## src/rtl/cnn_pkg.sv

```systemverilog
// Shared constants, state encoding and data types for the CNN conv/pool engine.
package cnn_pkg;

  localparam int IMG_W          = 30;
  localparam int NUM_CH         = 6;
  localparam int POOL_W         = 14;
  localparam int SHIFT          = 4;

  localparam int BIAS_BASE      = 0;
  localparam int KER_BASE       = 2;
  localparam int IFM_BASE       = 9;
  localparam int IFM_LAST       = 121;
  localparam int OUT_BASE       = 238;
  localparam int DONE_ADDR      = 398;

  localparam int BIAS_WORDS     = 2;
  localparam int KER_WORDS      = 7;
  localparam int IMG_WORDS      = 113;
  localparam int OUT_DATA_WORDS = 147;
  localparam int OUT_WORDS      = 150;

  typedef logic        [7:0]  pix_t;
  typedef logic signed [7:0]  wgt_t;
  typedef logic signed [20:0] acc_t;

  typedef enum logic [2:0] {
    IDLE,
    LOAD,
    COMPUTE,
    WRITE,
    DONE
  } state_t;

endpackage

```

## src/rtl/conv_pe.sv

```systemverilog
// 3x3 MAC (unsigned pixels x signed weights) plus bias, ReLU and arithmetic shift.
module conv_pe
  import cnn_pkg::*;
(
  input  logic [8:0][7:0]     pix,
  input  logic [8:0][7:0]     wgt,
  input  logic signed [15:0]  bias,
  output acc_t                v
);

  acc_t acc;

  always_comb begin
    acc = acc_t'(bias);
    for (int t = 0; t < 9; t++) begin
      acc = acc + acc_t'({1'b0, pix[4'(t)]}) * acc_t'($signed(wgt[4'(t)]));
    end
    v = acc[20] ? '0 : (acc >>> SHIFT);
  end

endmodule

```

## src/rtl/cnn_conv_top.sv

```systemverilog
// Single-shot 6-channel 3x3 conv + bias + ReLU + 2x2 max-pool engine on one 64b DRAM port.
// Build option SATURATE_EN: clamp pooled values to 255 instead of keeping the low byte.
//
// state   | meaning
// IDLE    | first cycle after reset release
// LOAD    | stream words 0..121 into bias / weight / image buffers
// COMPUTE | one conv position per cycle, pool max and byte packing
// WRITE   | emit one finished output word (or a trailing zero word)
// DONE    | completion marker written, port quiet
module cnn_conv_top
  import cnn_pkg::*;
(
  input  logic        clk,
  input  logic        rst,
  input  logic [63:0] ifmap,
  output logic        DRAMreadEn,
  output logic [9:0]  DRAMreadAddr,
  output logic        DRAMwriteEn,
  output logic [9:0]  DRAMwriteAddr,
  output logic [63:0] DRAMwriteData
);

  state_t state, nstate;

  logic        pend;
  logic [9:0]  pend_addr;
  logic [63:0] bias_buf [0:BIAS_WORDS-1];
  logic [63:0] wgt_buf  [0:KER_WORDS-1];
  logic [63:0] img_buf  [0:IMG_WORDS-1];

  logic [2:0]  ch;
  logic [3:0]  pr, pc;
  logic [1:0]  q;
  logic [2:0]  bcnt;
  logic [7:0]  out_word;
  logic        done_wr;
  logic [63:0] pack;
  acc_t        pmax, pool_v, pe_v;
  logic [7:0]  pool_byte;

  logic [4:0]  row, col;
  logic [9:0]  base, pidx;
  logic [5:0]  wbase, widx;
  logic [8:0][7:0]    pe_pix, pe_wgt;
  logic signed [15:0] pe_bias;
  logic        load_last, word_full;

  // Conv position (2pr+dy, 2pc+dx) is just the pool index with the quadrant bit appended.
  assign row  = {pr, q[1]};
  assign col  = {pc, q[0]};
  assign base = 10'(row) * 10'(IMG_W) + 10'(col);

  always_comb begin
    wbase  = 6'(ch) * 6'd9;
    pidx   = base;
    widx   = wbase;
    pe_pix = '0;
    pe_wgt = '0;
    for (int t = 0; t < 9; t++) begin
      pidx = base + 10'((t / 3) * IMG_W + (t % 3));
      widx = wbase + 6'(t);
      pe_pix[4'(t)] = img_buf[pidx[9:3]][{pidx[2:0], 3'b000} +: 8];
      pe_wgt[4'(t)] = wgt_buf[widx[5:3]][{widx[2:0], 3'b000} +: 8];
    end
  end

  assign pe_bias = bias_buf[ch[2]][{ch[1:0], 4'b0000} +: 16];

  conv_pe u_pe (
    .pix  (pe_pix),
    .wgt  (pe_wgt),
    .bias (pe_bias),
    .v    (pe_v)
  );

  assign pool_v = (q == 2'd0 || pe_v > pmax) ? pe_v : pmax;

`ifdef SATURATE_EN
  assign pool_byte = (pool_v > acc_t'(255)) ? 8'hFF : pool_v[7:0];
`else
  assign pool_byte = pool_v[7:0];
`endif

  always_ff @(posedge clk or negedge rst) begin
    if (!rst) state <= IDLE;
    else      state <= nstate;
  end

  always_comb begin
    nstate    = state;
    load_last = pend && (pend_addr == 10'(IFM_LAST));
    word_full = (q == 2'd3) && (bcnt == 3'd7);
    case (state)
      IDLE:    nstate = LOAD;
      LOAD:    if (load_last) nstate = COMPUTE;
      COMPUTE: if (word_full) nstate = WRITE;
      WRITE: begin
        if (out_word == 8'(OUT_WORDS - 1))           nstate = DONE;
        else if (out_word >= 8'(OUT_DATA_WORDS - 1)) nstate = WRITE;
        else                                         nstate = COMPUTE;
      end
      DONE:    nstate = DONE;
      default: nstate = IDLE;
    endcase
  end

  always_ff @(posedge clk or negedge rst) begin
    if (!rst) begin
      DRAMreadEn    <= 1'b0;
      DRAMreadAddr  <= '0;
      DRAMwriteEn   <= 1'b0;
      DRAMwriteAddr <= '0;
      DRAMwriteData <= '0;
      pend          <= 1'b0;
      pend_addr     <= '0;
      ch            <= '0;
      pr            <= '0;
      pc            <= '0;
      q             <= '0;
      bcnt          <= '0;
      out_word      <= '0;
      done_wr       <= 1'b0;
      pack          <= '0;
      pmax          <= '0;
      for (int k = 0; k < BIAS_WORDS; k++) bias_buf[k] <= '0;
      for (int k = 0; k < KER_WORDS; k++)  wgt_buf[k]  <= '0;
      for (int k = 0; k < IMG_WORDS; k++)  img_buf[k]  <= '0;
    end else begin
      DRAMwriteEn <= 1'b0;
      pend        <= DRAMreadEn;
      pend_addr   <= DRAMreadAddr;

      case (state)
        IDLE: begin
          DRAMreadEn   <= 1'b1;
          DRAMreadAddr <= '0;
        end
        LOAD: begin
          if (DRAMreadEn) begin
            if (DRAMreadAddr == 10'(IFM_LAST)) DRAMreadEn   <= 1'b0;
            else                               DRAMreadAddr <= DRAMreadAddr + 10'd1;
          end
        end
        COMPUTE: begin
          pmax <= pool_v;
          q    <= q + 2'd1;
          if (q == 2'd3) begin
            pack <= {pool_byte, pack[63:8]};
            bcnt <= bcnt + 3'd1;
            if (pc == 4'(POOL_W - 1)) begin
              pc <= '0;
              if (pr == 4'(POOL_W - 1)) begin
                pr <= '0;
                ch <= (ch == 3'(NUM_CH - 1)) ? 3'd0 : ch + 3'd1;
              end else begin
                pr <= pr + 4'd1;
              end
            end else begin
              pc <= pc + 4'd1;
            end
          end
        end
        WRITE: begin
          DRAMwriteEn   <= 1'b1;
          DRAMwriteAddr <= 10'(OUT_BASE) + 10'(out_word);
          DRAMwriteData <= (out_word < 8'(OUT_DATA_WORDS)) ? pack : 64'd0;
          out_word      <= out_word + 8'd1;
        end
        DONE: begin
          if (!done_wr) begin
            DRAMwriteEn   <= 1'b1;
            DRAMwriteAddr <= 10'(DONE_ADDR);
            DRAMwriteData <= '0;
            done_wr       <= 1'b1;
          end
        end
        default: ;
      endcase

      // Read data for a request issued last cycle is on ifmap now.
      if (pend) begin
        if (pend_addr < 10'(KER_BASE))
          bias_buf[1'(pend_addr - 10'(BIAS_BASE))] <= ifmap;
        else if (pend_addr < 10'(IFM_BASE))
          wgt_buf[3'(pend_addr - 10'(KER_BASE))] <= ifmap;
        else
          img_buf[7'(pend_addr - 10'(IFM_BASE))] <= ifmap;
      end
    end
  end

endmodule

```

## config.mk

```make
export PLATFORM = sky130hd
export DESIGN_NAME = cnn_conv_top
export DESIGN_NICKNAME = d
export VERILOG_FILES = /design/src/rtl/cnn_pkg.sv /design/src/rtl/conv_pe.sv /design/src/rtl/cnn_conv_top.sv
export SDC_FILE = /design/constraint.sdc
export NUM_CORES = 1
export LEC_CHECK = 0
export CORE_AREA = 5 5 88 90
export CTS_BUF_LIST = sky130_fd_sc_hd__clkbuf_4 sky130_fd_sc_hd__clkbuf_8 sky130_fd_sc_hd__clkbuf_16
export CTS_CLUSTER_DIAMETER = 30
export DETAILED_ROUTE_END_ITERATION = 16
export DIE_AREA = 0 0 93 95
export HOLD_SLACK_MARGIN = 0.15
export PLACE_DENSITY = 0.83
export SYNTH_ARGS = -nofsm -noshare
export SYNTH_HDL_FRONTEND = slang
export SYNTH_SLANG_ARGS = --single-unit
```

## constraint.sdc

```tcl
create_clock -name clk -period 2.91 [get_ports clk]
set_input_delay 0.4365 -clock clk [delete_from_list [all_inputs] [get_ports clk]]
set_output_delay 0.4365 -clock clk [all_outputs]
set_load 0.05 [all_outputs]
```

# Word level (Yosys, flattened, before mapping)
# Index checks and enable logic that the tools add are counted.
# totals
elab_cells,58
register_bits,114
out_inout_bits,86
inputBits,66
# classes
n_eq_ne,14
muxes,17
addsub,5
order_cmp,1
n_reduce_logical,9
# ops
operator,n
64-bit case mux with 2 select lines,1
64-bit 2-to-1 mux,1
10-bit case mux with 2 select lines,2
10-bit 2-to-1 mux,3
10-bit by 7-bit == test with 1-bit output (second input constant),2
3-bit case mux with 5 select lines,1
10-bit by 1-bit adder with 10-bit output (second input constant),1
2-bit != test (second input constant),5
8-bit by 8-bit adder with 9-bit output (first input constant),1
3-bit 2-to-1 mux,3
8-bit by 1-bit adder with 8-bit output (second input constant),1
8-bit == test (second input constant),1
8-bit greater-or-equal comparator (second input constant),1
3-bit by 2-bit == test with 1-bit output (second input constant),2
3-bit == test (second input constant),2
2-bit AND reduction,3
1-bit 2-to-1 mux,4
1-bit case mux with 2 select lines,2
2-bit nonzero test,2
3-bit by 1-bit adder with 3-bit output (second input constant),1
3-bit by 1-bit == test with 1-bit output (second input constant),1
3-bit zero test,1
3-bit AND reduction,1
2-bit by 1-bit adder with 2-bit output (second input constant),1
other kinds (2),3

# Longest topological paths before layout
# Gate-level depths: netlist of the first run.
# depth
ltp_word,4
ltp_mapped,6

# By module
# Synthesis of the first run repeated with hierarchy kept, for this count alone.
# unflattened
hier_cells,77041
area_unflattened_um2,770495.2
# by_module_without_submodules
mod,seq_area_each_um2,cells_each,instances,area_each_um2
cnn_conv_top,200617.4,77019,1,770333.8
conv_pe,0.0,22,1,161.4

# Worst setup path after synthesis of the first run
# Ideal clock, no wire load.
# synth_path
kind,register to register
start,register DRAMreadAddr[0]
end,register DRAMreadAddr[9]
path_buffers,0
setup_time_ps,125
t_arrival_ps,2040
path_stages_with_launch,6
slack_ps,745
synth_period_minus_slack_ps,2165
t_required_ps,2785
cell_sequence,dfrtp_1 ha_1 or4b_4 o21ba_1 and4_1 mux2_4
# synth_via
elab_chain_len,4
elab_cells_between_ends,7
cone_classes,add/sub (1); eq/ne (2); mux (3); reduce/logical (1)
# synth_rtl
element,line,source
from (decl),cnn_conv_top.sv:17,"output logic [9:0] DRAMreadAddr,"
from (signal assigned),cnn_conv_top.sv:141,else DRAMreadAddr <= DRAMreadAddr + 10'd1;
10-bit by 1-bit adder with 10-bit output,cnn_conv_top.sv:141,
10-bit 2-to-1 mux,cnn_conv_top.sv:140,if (DRAMreadAddr == 10'(IFM_LAST)) DRAMreadEn <= 1'b0;
10-bit 2-to-1 mux,cnn_conv_top.sv:139,if (DRAMreadEn) begin
10-bit case mux with 2 select lines,cnn_conv_top.sv:133,case (state)
# Several ways; a longest one is shown, not always the timed one. The select of a mux whose other input is x is not followed.
# A chain may end at the register's enable or synchronous reset.

# Worst setup path in the final report of the first run
# layout_path
start,register DRAMreadAddr[3]
end,output port DRAMreadAddr[3]
# No word-level cell between the ends.

==> results of run 1 <==
==> logic make-up after synthesis <==
| kind of cell | synth area share [%] |
|---|---|
| multiplexers | 1.77 |
| other | 0.136 |
| flip-flops | 44.5 |
| adder cells (fa/ha/maj) | 4.54 |
| buffers and inverters | 20.9 |
| AO/OA/AOI/OAI | 8.72 |
| AND/OR/NAND/NOR | 14.7 |
| XOR/XNOR | 4.77 |
==> layout make-up <==
type	count	share of cell area (%)
well taps	82	3.51
multi-input cells	197	40.9
clock buffers	5	2.36
flip-flops and latches	49	42.0
inverters	11	1.41
clock inverters	3	2.23
repair buffers	23	7.62
==> Yosys cell counts, drive strengths merged, types with 2 or more instances <==
library cell,count
and4,2
nand3b,4
nand2,14
and3,5
o22ai,2
and2,2
nand4,2
nor2,15
inv,11
clkbuf,4
nor4,2
a21oi,4
xor2,5
o31a,2
o311ai,2
mux2,4
nor3b,2
nand3,4
a31oi,2
ha,10
xnor2,10
nor3,3
nand2b,4
o21ai,9
a41oi,2
buf,68
dfrtp,49
==> metrics by stage <==
stage	total power (W)	worst slack, ns
2_1_floorplan	0.000944	0.745
6_report	0.00143	0.791
5_1_grt	0.00148	0.736
3_3_place_gp	0.000888	0.973
4_1_cts	0.00145	0.784
3_5_place_dp	0.000888	0.906
==> flip-flops by register name, summed over array words and instances, names as in the netlist, 2 cells and up <==
register and flops:
DRAMwriteAddr 9, q 2, bcnt 3, state 3, DRAMreadAddr 10, pend_addr 10, out_word 8
==> routing by layer <==
metal / routed length, µm / vias to the layer above / part of all wire [%]
met5: 0 / - / 0
met4: 150 / 0 / 3.3
met3: 301 / 13 / 6.6
met2: 2290 / 65 / 50
met1: 1850 / 844 / 40
li1: - / 808 / -
==> how the worst max path moves through the flow <==
stage | cells after the start | end | slack (ns)
6_report | 1 | DRAMreadAddr[3] | 0.79
5_1_grt | 1 | DRAMreadAddr[3] | 0.74
4_1_cts | 1 | DRAMreadAddr[3] | 0.78
3_5_place_dp | 6 | DRAMreadAddr[9]$_DFFE_PN0P_ | 0.91
3_3_place_gp | 6 | DRAMreadAddr[9]$_DFFE_PN0P_ | 0.97
2_1_floorplan | 5 | DRAMreadAddr[9]$_DFFE_PN0P_ | 0.74
==> power breakdown <==
part	switching (W)	internal [W]	total, W
combinational	0.000195	0.000000488	0.000196
clock	0.000214	0.000341	0.000555
sequential	0	0.000680	0.000680
==> tab_implementation.tex, run 1 <==
\begin{tabular}{lr}
\hline
Metric & Value \\
\hline
\multicolumn{2}{l}{\textbf{Timing}} \\
Final setup violation count & 0 \\
Share of the cycle needed by the critical path after routing & between 70\% and 80\% \\
Worst rel slew slack & 32.1\% \\
Crit path time final & 2.12 ns \\
Setup TNS Final & 0 ns \\
Setup skew after layout & 0.00710 ns \\
Maximum operating frequency & 472 MHz \\
Actual transition at the worst max-transition pin & 1.02 ns \\
Unrepaired setup endpoints after global routing & no \\
Post-route worst hold slack & 0.303 ns \\
Final-report max-slew violation count & 0 \\
Number of hold violations in the final report & 0 \\
\multicolumn{2}{l}{\textbf{Floorplanning}} \\
X dimension of the die & $\sim$93 µm \\
Io pins & about 150 \\
Std-Cell Core Area & $\sim$7000 µm² \\
Initial Utilization & just under 40\% \\
Num rows & 31 \\
Height of the die & 95 µm \\
Area of the die & 8840 µm² \\
\multicolumn{2}{l}{\textbf{Synthesis}} \\
Synth area leaders & sky130\_fd\_sc\_hd\_\_dfrtp\_1, sky130\_fd\_sc\_hd\_\_buf\_4, sky130\_fd\_sc\_hd\_\_ha\_1 \\
Syn Std Cell Area & 2760 µm² \\
Cells after Synth & 265 \\
Sequential share of the synthesized area & roughly 44\% \\
Count of flip-flops with a built-in enable after synthesis & 0 \\
Mean Syn Cell Area & 10.4 µm² \\
Post-synthesis sequential element count & 49 \\
Count of unique library cells instantiated by Yosys & 57 \\
Share of the synthesized area in the top cell type & 44.5\% \\
Area leader, netlist & sky130\_fd\_sc\_hd\_\_dfrtp\_1 \\
Yosys Warn Count & 0 \\
Ys flop type & sky130\_fd\_sc\_hd\_\_dfrtp\_1 \\
Async set-reset flop share out of synthesis & 100\% \\
\multicolumn{2}{l}{\textbf{Setup path}} \\
Count of buffering cells on the critical path with inverters included & 1 \\
Worst flop-to-flop path startpoint & DRAMreadAddr[1]\$\_DFFE\_PN0P\_ \\
Launching element of the worst setup path & DRAMreadAddr[3]\$\_DFFE\_PN0P\_ \\
Setup slack, reg-to-reg & 0.88 ns \\
Capture instance of the worst register-to-register path & DRAMreadAddr[9]\$\_DFFE\_PN0P\_ \\
Type of element capturing the critical path & output port \\
Biggest fanout along the worst timing path & 8 \\
Path depth of the worst reg2reg path & 6 \\
Chain of cells forming the critical path & clkdlybuf4s50\_1 \\
Slowest stage delay, CP & 0.87 ns \\
Crit path launch type & flop \\
Data required time at the worst endpoint & roughly 2.5 ns \\
Cell type of the slowest stage on the worst timing path & sky130\_fd\_sc\_hd\_\_clkdlybuf4s50\_1 \\
Path type of the worst setup path & flop to output port \\
Top Family by Delay on Critical Path & buffers and inverters \\
Crit path DAT & 1.68 ns \\
\multicolumn{2}{l}{\textbf{Clocking}} \\
Clock tree buffer depth & 2 \\
Post-cts hold buffer count & 0 \\
CTS sink count & 49 \\
Number of buffers inserted during clock tree synthesis & 5 \\
Clock transition at the registers of the reported paths & 0.09 ns \\
H-tree level count & 2 \\
PostCTS Resize Cnt & 0 \\
Count of buffers added by post-CTS timing repair for setup & 0 \\
CTS tree & built \\
Cell chosen for the clock root & sky130\_fd\_sc\_hd\_\_clkbuf\_8 \\
Skew-Pair Late Insertion Delay & 0.30 ns \\
\multicolumn{2}{l}{\textbf{Cells and area}} \\
Final-stage net count & between 300 and 400 \\
Most used cells in the layout excluding fill and tap cells & sky130\_fd\_sc\_hd\_\_conb\_1, sky130\_fd\_sc\_hd\_\_dfrtp\_1, sky130\_fd\_sc\_hd\_\_clkdlybuf4s50\_1, sky130\_fd\_sc\_hd\_\_nor2\_1, sky130\_fd\_sc\_hd\_\_nand2\_1 \\
Post-route cell area & approximately 2900 µm² \\
Antenna diode count & 0 \\
Total area of multi-input combinational cells & $\sim$1200 µm² \\
Post-route non-filler standard cell count & 370 \\
Share of layout cells above drive strength 1 & 5.90\% \\
Most common library cell in the layout ignoring fill and taps & sky130\_fd\_sc\_hd\_\_conb\_1 \\
End-of-flow core utilization & 41.8\% \\
Number of fill cells in the layout & 652 \\
Synthesis-to-finish area growth & 5.99\% \\
Register area & 1230 µm² \\
\multicolumn{2}{l}{\textbf{Detailed routing}} \\
WL final & between 4000 and 5000 µm \\
DRC errors left & 0 \\
Detail Route Antenna Nets & 0 \\
Drt wl/cell & 12.4 µm \\
Initial DRC count & 116 \\
Drt pass-1 iters & 4 \\
Drt via density & 4.68 \\
Total via count after detailed routing & 1730 \\
\multicolumn{2}{l}{\textbf{Placement}} \\
RePlAce Congestion & $\sim$0.84 \\
Detailed-placement wirelength estimate & 3420 µm \\
Placed cell count & 362 \\
Area after detailed placement & 2790 µm² \\
Port-buffer cells & 22 \\
\multicolumn{2}{l}{\textbf{GRT}} \\
Grt ovf & 0 \\
Maximum number of pins on one net before global-route repair & 50 \\
Met3 usage in global routing & 2.79\% \\
Via count of the first global-routing pass & 1472 \\
Global-route wire length before repair & 6870 µm \\
Antenna violations before repair & 0 \\
Met2 demand-to-capacity share in global routing & 16.4\% \\
Tot GR Track Use & between 10\% and 20\% \\
Met1 global-route usage & 11.5\% \\
Global routing's busiest layer & met2 \\
\multicolumn{2}{l}{\textbf{Run status}} \\
Status & completed \\
\multicolumn{2}{l}{\textbf{Pwr}} \\
Peak ir drop on the vdd network & between 0.2 and 0.25 mV \\
Pwr dens & approximately 490 nW/µm² \\
Static Leak & 1.42 nW \\
\multicolumn{2}{l}{\textbf{Worst hold path}} \\
Min-delay worst type & input pin to async pin \\
\multicolumn{2}{l}{\textbf{Run}} \\
Number of max-cap violations & 0 \\
\hline
\end{tabular}
No activity file was read; power rests on OpenSTA's default activity.
==> run 2: changes to the inputs <==
--- a/config.mk
+++ b/config.mk
@@ -5,13 +5,13 @@
 export SDC_FILE = /design/constraint.sdc
 export NUM_CORES = 1
 export LEC_CHECK = 0
-export CORE_AREA = 5 5 88 90
+export CORE_AREA = 5 5 91 93
 export CTS_BUF_LIST = sky130_fd_sc_hd__clkbuf_4 sky130_fd_sc_hd__clkbuf_8 sky130_fd_sc_hd__clkbuf_16
 export CTS_CLUSTER_DIAMETER = 30
 export DETAILED_ROUTE_END_ITERATION = 16
-export DIE_AREA = 0 0 93 95
+export DIE_AREA = 0 0 96 98
 export HOLD_SLACK_MARGIN = 0.15
-export PLACE_DENSITY = 0.83
+export PLACE_DENSITY = 0.78
 export SYNTH_ARGS = -nofsm -noshare
 export SYNTH_HDL_FRONTEND = slang
 export SYNTH_SLANG_ARGS = --single-unit
==> constraint.sdc (replaced) <==
create_clock -name clk -period 2.1 [get_ports clk]
set_input_delay 0.315 -clock clk [delete_from_list [all_inputs] [get_ports clk]]
set_output_delay 0.315 -clock clk [all_outputs]
set_load 0.05 [all_outputs]
==> run 2 against run 1 <==
Final area up 2.8%. Non-clock buffer count up 7. Core utilization down 1.5 points. Flip-flop and latch count unchanged. Critical path depth unchanged. First-iteration DRC count down 20%. Total power up 38%. Critical endpoint unchanged. Largest power group unchanged.
==> tab_implementation.tex, run 2 (synthesis gave the netlist of run 1 again) <==
\begin{tabular}{lr}
\hline
Metric & Value \\
\hline
\multicolumn{2}{l}{\textbf{Run status}} \\
Status & completed \\
\multicolumn{2}{l}{\textbf{Floorplanning}} \\
Num rows & 32 (+3.2\%) \\
X dimension of the die & 96 µm (+3.2\%) \\
Std-Cell Core Area & 7450 µm² (+6.7\%) \\
Initial Utilization & 37.0\% (-2.5 points) \\
Area of the die & 9410 µm² (+6.5\%) \\
Io pins & 152 (unchanged) \\
Height of the die & 98 µm (+3.2\%) \\
\multicolumn{2}{l}{\textbf{Timing}} \\
Worst rel slew slack & 57.8\% (+26 points) \\
Actual transition at the worst max-transition pin & 0.633 ns (-0.385 ns) \\
Crit path time final & 1.98 ns \\
Share of the cycle needed by the critical path after routing & 94.2\% \\
Worst setup margin & 0.121 ns (-0.669 ns) \\
Number of hold violations in the final report & 0 (unchanged) \\
Final-report max-slew violation count & 0 (unchanged) \\
Final setup violation count & 0 (unchanged) \\
Setup skew after layout & 0.00485 ns (-0.00225 ns) \\
Post-route worst hold slack & 0.468 ns (+0.165 ns) \\
Unrepaired setup endpoints after global routing & no \\
Maximum operating frequency & just over 500 MHz \\
Setup TNS Final & 0 ns (unchanged) \\
\multicolumn{2}{l}{\textbf{Clocking}} \\
Clock transition at the registers of the reported paths & 0.08 ns (about the same) \\
Number of buffers inserted during clock tree synthesis & 5 (unchanged) \\
PostCTS Resize Cnt & 0 (unchanged) \\
Clock tree buffer depth & 2 (unchanged) \\
CTS tree & built \\
Skew-Pair Late Insertion Delay & 0.29 ns (about the same) \\
CTS sink count & 49 (unchanged) \\
Count of buffers added by post-CTS timing repair for setup & 0 (unchanged) \\
Cell chosen for the clock root & sky130\_fd\_sc\_hd\_\_clkbuf\_8 \\
Post-cts hold buffer count & 1 (+1) \\
H-tree level count & 2 (unchanged) \\
\multicolumn{2}{l}{\textbf{Setup path}} \\
Top Family by Delay on Critical Path & buffers and inverters \\
Biggest fanout along the worst timing path & 8 (unchanged) \\
Type of element capturing the critical path & output port \\
Slowest stage delay, CP & 0.86 ns (about the same) \\
Count of buffering cells on the critical path with inverters included & 1 (unchanged) \\
Crit path DAT & 1.66 ns (-0.02 ns) \\
Path type of the worst setup path & flop to output port \\
Crit path launch type & flop \\
Chain of cells forming the critical path & clkdlybuf4s50\_1 \\
Data required time at the worst endpoint & 1.78 ns (-0.69 ns) \\
Cell type of the slowest stage on the worst timing path & sky130\_fd\_sc\_hd\_\_clkdlybuf4s50\_1 \\
\multicolumn{2}{l}{\textbf{GRT}} \\
Global-route wire length before repair & 7490 µm (+9.1\%) \\
Maximum number of pins on one net before global-route repair & 30 (-40\%) \\
Tot GR Track Use & 9.86\% (-0.17 points) \\
Grt ovf & 0 (unchanged) \\
Antenna violations before repair & 0 (unchanged) \\
Via count of the first global-routing pass & 1565 (+6.3\%) \\
\multicolumn{2}{l}{\textbf{Detailed routing}} \\
Drt wl/cell & 11.6 µm (-6.8\%) \\
WL final & 4590 µm (about the same) \\
Drt pass-1 iters & 4 (unchanged) \\
Detail Route Antenna Nets & 0 (unchanged) \\
DRC errors left & 0 (unchanged) \\
Drt via density & 4.32 (-7.6\%) \\
Initial DRC count & 93 (-20\%) \\
Total via count after detailed routing & 1716 (-0.81\%) \\
\multicolumn{2}{l}{\textbf{Cells and area}} \\
Most common library cell in the layout ignoring fill and taps & sky130\_fd\_sc\_hd\_\_conb\_1 \\
Share of layout cells above drive strength 1 & 8.14\% (+2.2 points) \\
Antenna diode count & 0 (unchanged) \\
Synthesis-to-finish area growth & 8.94\% \\
Final-stage net count & 370 (+1.9\%) \\
Largest registers & DRAMreadAddr: 10 flops, pend\_addr: 10 flops, DRAMwriteAddr: 9 flops \\
Most used cells in the layout excluding fill and tap cells & sky130\_fd\_sc\_hd\_\_conb\_1, sky130\_fd\_sc\_hd\_\_dfrtp\_1, sky130\_fd\_sc\_hd\_\_clkdlybuf4s50\_1, sky130\_fd\_sc\_hd\_\_nor2\_1, sky130\_fd\_sc\_hd\_\_nand2\_1 \\
\multicolumn{2}{l}{\textbf{Placement}} \\
Port-buffer cells & 22 (unchanged) \\
Worst slack, placed & 0.225 ns (-0.681 ns) \\
Detailed-placement wirelength estimate & 3530 µm (+3.3\%) \\
RePlAce Congestion & 0.814 (-2.6\%) \\
\multicolumn{2}{l}{\textbf{Pwr}} \\
Pwr dens & 659 nW/µm² (+35\%) \\
Peak ir drop on the vdd network & 0.235 mV (+14\%) \\
Static Leak & 1.46 nW (+2.3\%) \\
\multicolumn{2}{l}{\textbf{Run}} \\
Number of max-cap violations & 0 (unchanged) \\
\multicolumn{2}{l}{\textbf{Worst hold path}} \\
Min-delay worst type & flop to flop \\
\hline
\end{tabular}
run 2: cell types whose count changed in the layout (fill, tap and decap cells not counted):
cell and delta:
sky130_fd_sc_hd__buf_4 +6, sky130_fd_sc_hd__dfrtp_1 -1, sky130_fd_sc_hd__dfrtp_2 +1, sky130_fd_sc_hd__dlygate4sd3_1 +1
run 2: metrics by stage:
stage                     cell area, µm²  instances  power, W  util (%)
final                               3000        397   0.00198      40.3
after global routing                3000        397   0.00206      40.3
after CTS                           3000        397   0.00200      40.3
after detailed placement            2860        388   0.00123      38.4
after global placement              2860        388   0.00123      38.4
after floorplan                     3000        329   0.00131         -
run 2: layout make-up:
| class | instances | area [µm²] |
|---|---|---|
| Fill cell | 722 | 4440 |
| Sequential cell | 49 | 1230 |
| Multi-Input combinational cell | 197 | 1190 |
| Timing Repair Buffer | 30 | 278 |
| Tap cell | 102 | 128 |
| Clock buffer | 5 | 68.8 |
| Clock inverter | 3 | 65.1 |
| Inverter | 11 | 41.3 |
run 2: final timing paths:
kind	start	to	slack [ns]	cells after the start
worst max-delay path	DRAMreadAddr[3]$_DFFE_PN0P_	DRAMreadAddr[3]	0.12	1
max in group asynchronous	rst	DRAMreadAddr[8]$_DFFE_PN0P_	0.82	3
worst min-delay path	DRAMreadAddr[6]$_DFFE_PN0P_	pend_addr[6]$_DFF_PN0_	0.47	0
min in group asynchronous	rst	DRAMwriteAddr[3]$_DFFE_PN0P_	0.57	2
worst min register to register	DRAMreadAddr[6]$_DFFE_PN0P_	pend_addr[6]$_DFF_PN0_	0.47	0
worst max register to register	DRAMreadAddr[1]$_DFFE_PN0P_	DRAMreadAddr[1]$_DFFE_PN0P_	0.21	6
run 2: report_power, final:
group / internal, W / total [W] / switching, W
Combinational: 0.00000307 / 0.000275 / 0.000272
Clock: 0.000473 / 0.000761 / 0.000288
Sequential: 0.000942 / 0.000942 / 0
run 2: per-layer routing:
metal | track usage [%] | vias to the layer above | routed length (µm)
li1 | - | 828 | -
met1 | 12.7 | 830 | 1940
met2 | 16.1 | 54 | 2290
met3 | 2.08 | 4 | 293
met4 | 3.61 | 0 | 67
met5 | 0 | - | 0
==> run 3: changes to the inputs <==
--- a/config.mk
+++ b/config.mk
@@ -7,7 +7,6 @@
 export LEC_CHECK = 0
 export CORE_AREA = 5 5 91 93
 export CTS_BUF_LIST = sky130_fd_sc_hd__clkbuf_4 sky130_fd_sc_hd__clkbuf_8 sky130_fd_sc_hd__clkbuf_16
-export CTS_CLUSTER_DIAMETER = 30
 export DETAILED_ROUTE_END_ITERATION = 16
 export DIE_AREA = 0 0 96 98
 export HOLD_SLACK_MARGIN = 0.15
==> results of run 3 <==
Same layout as run 2: the final DEF is identical, and so are final timing and power.
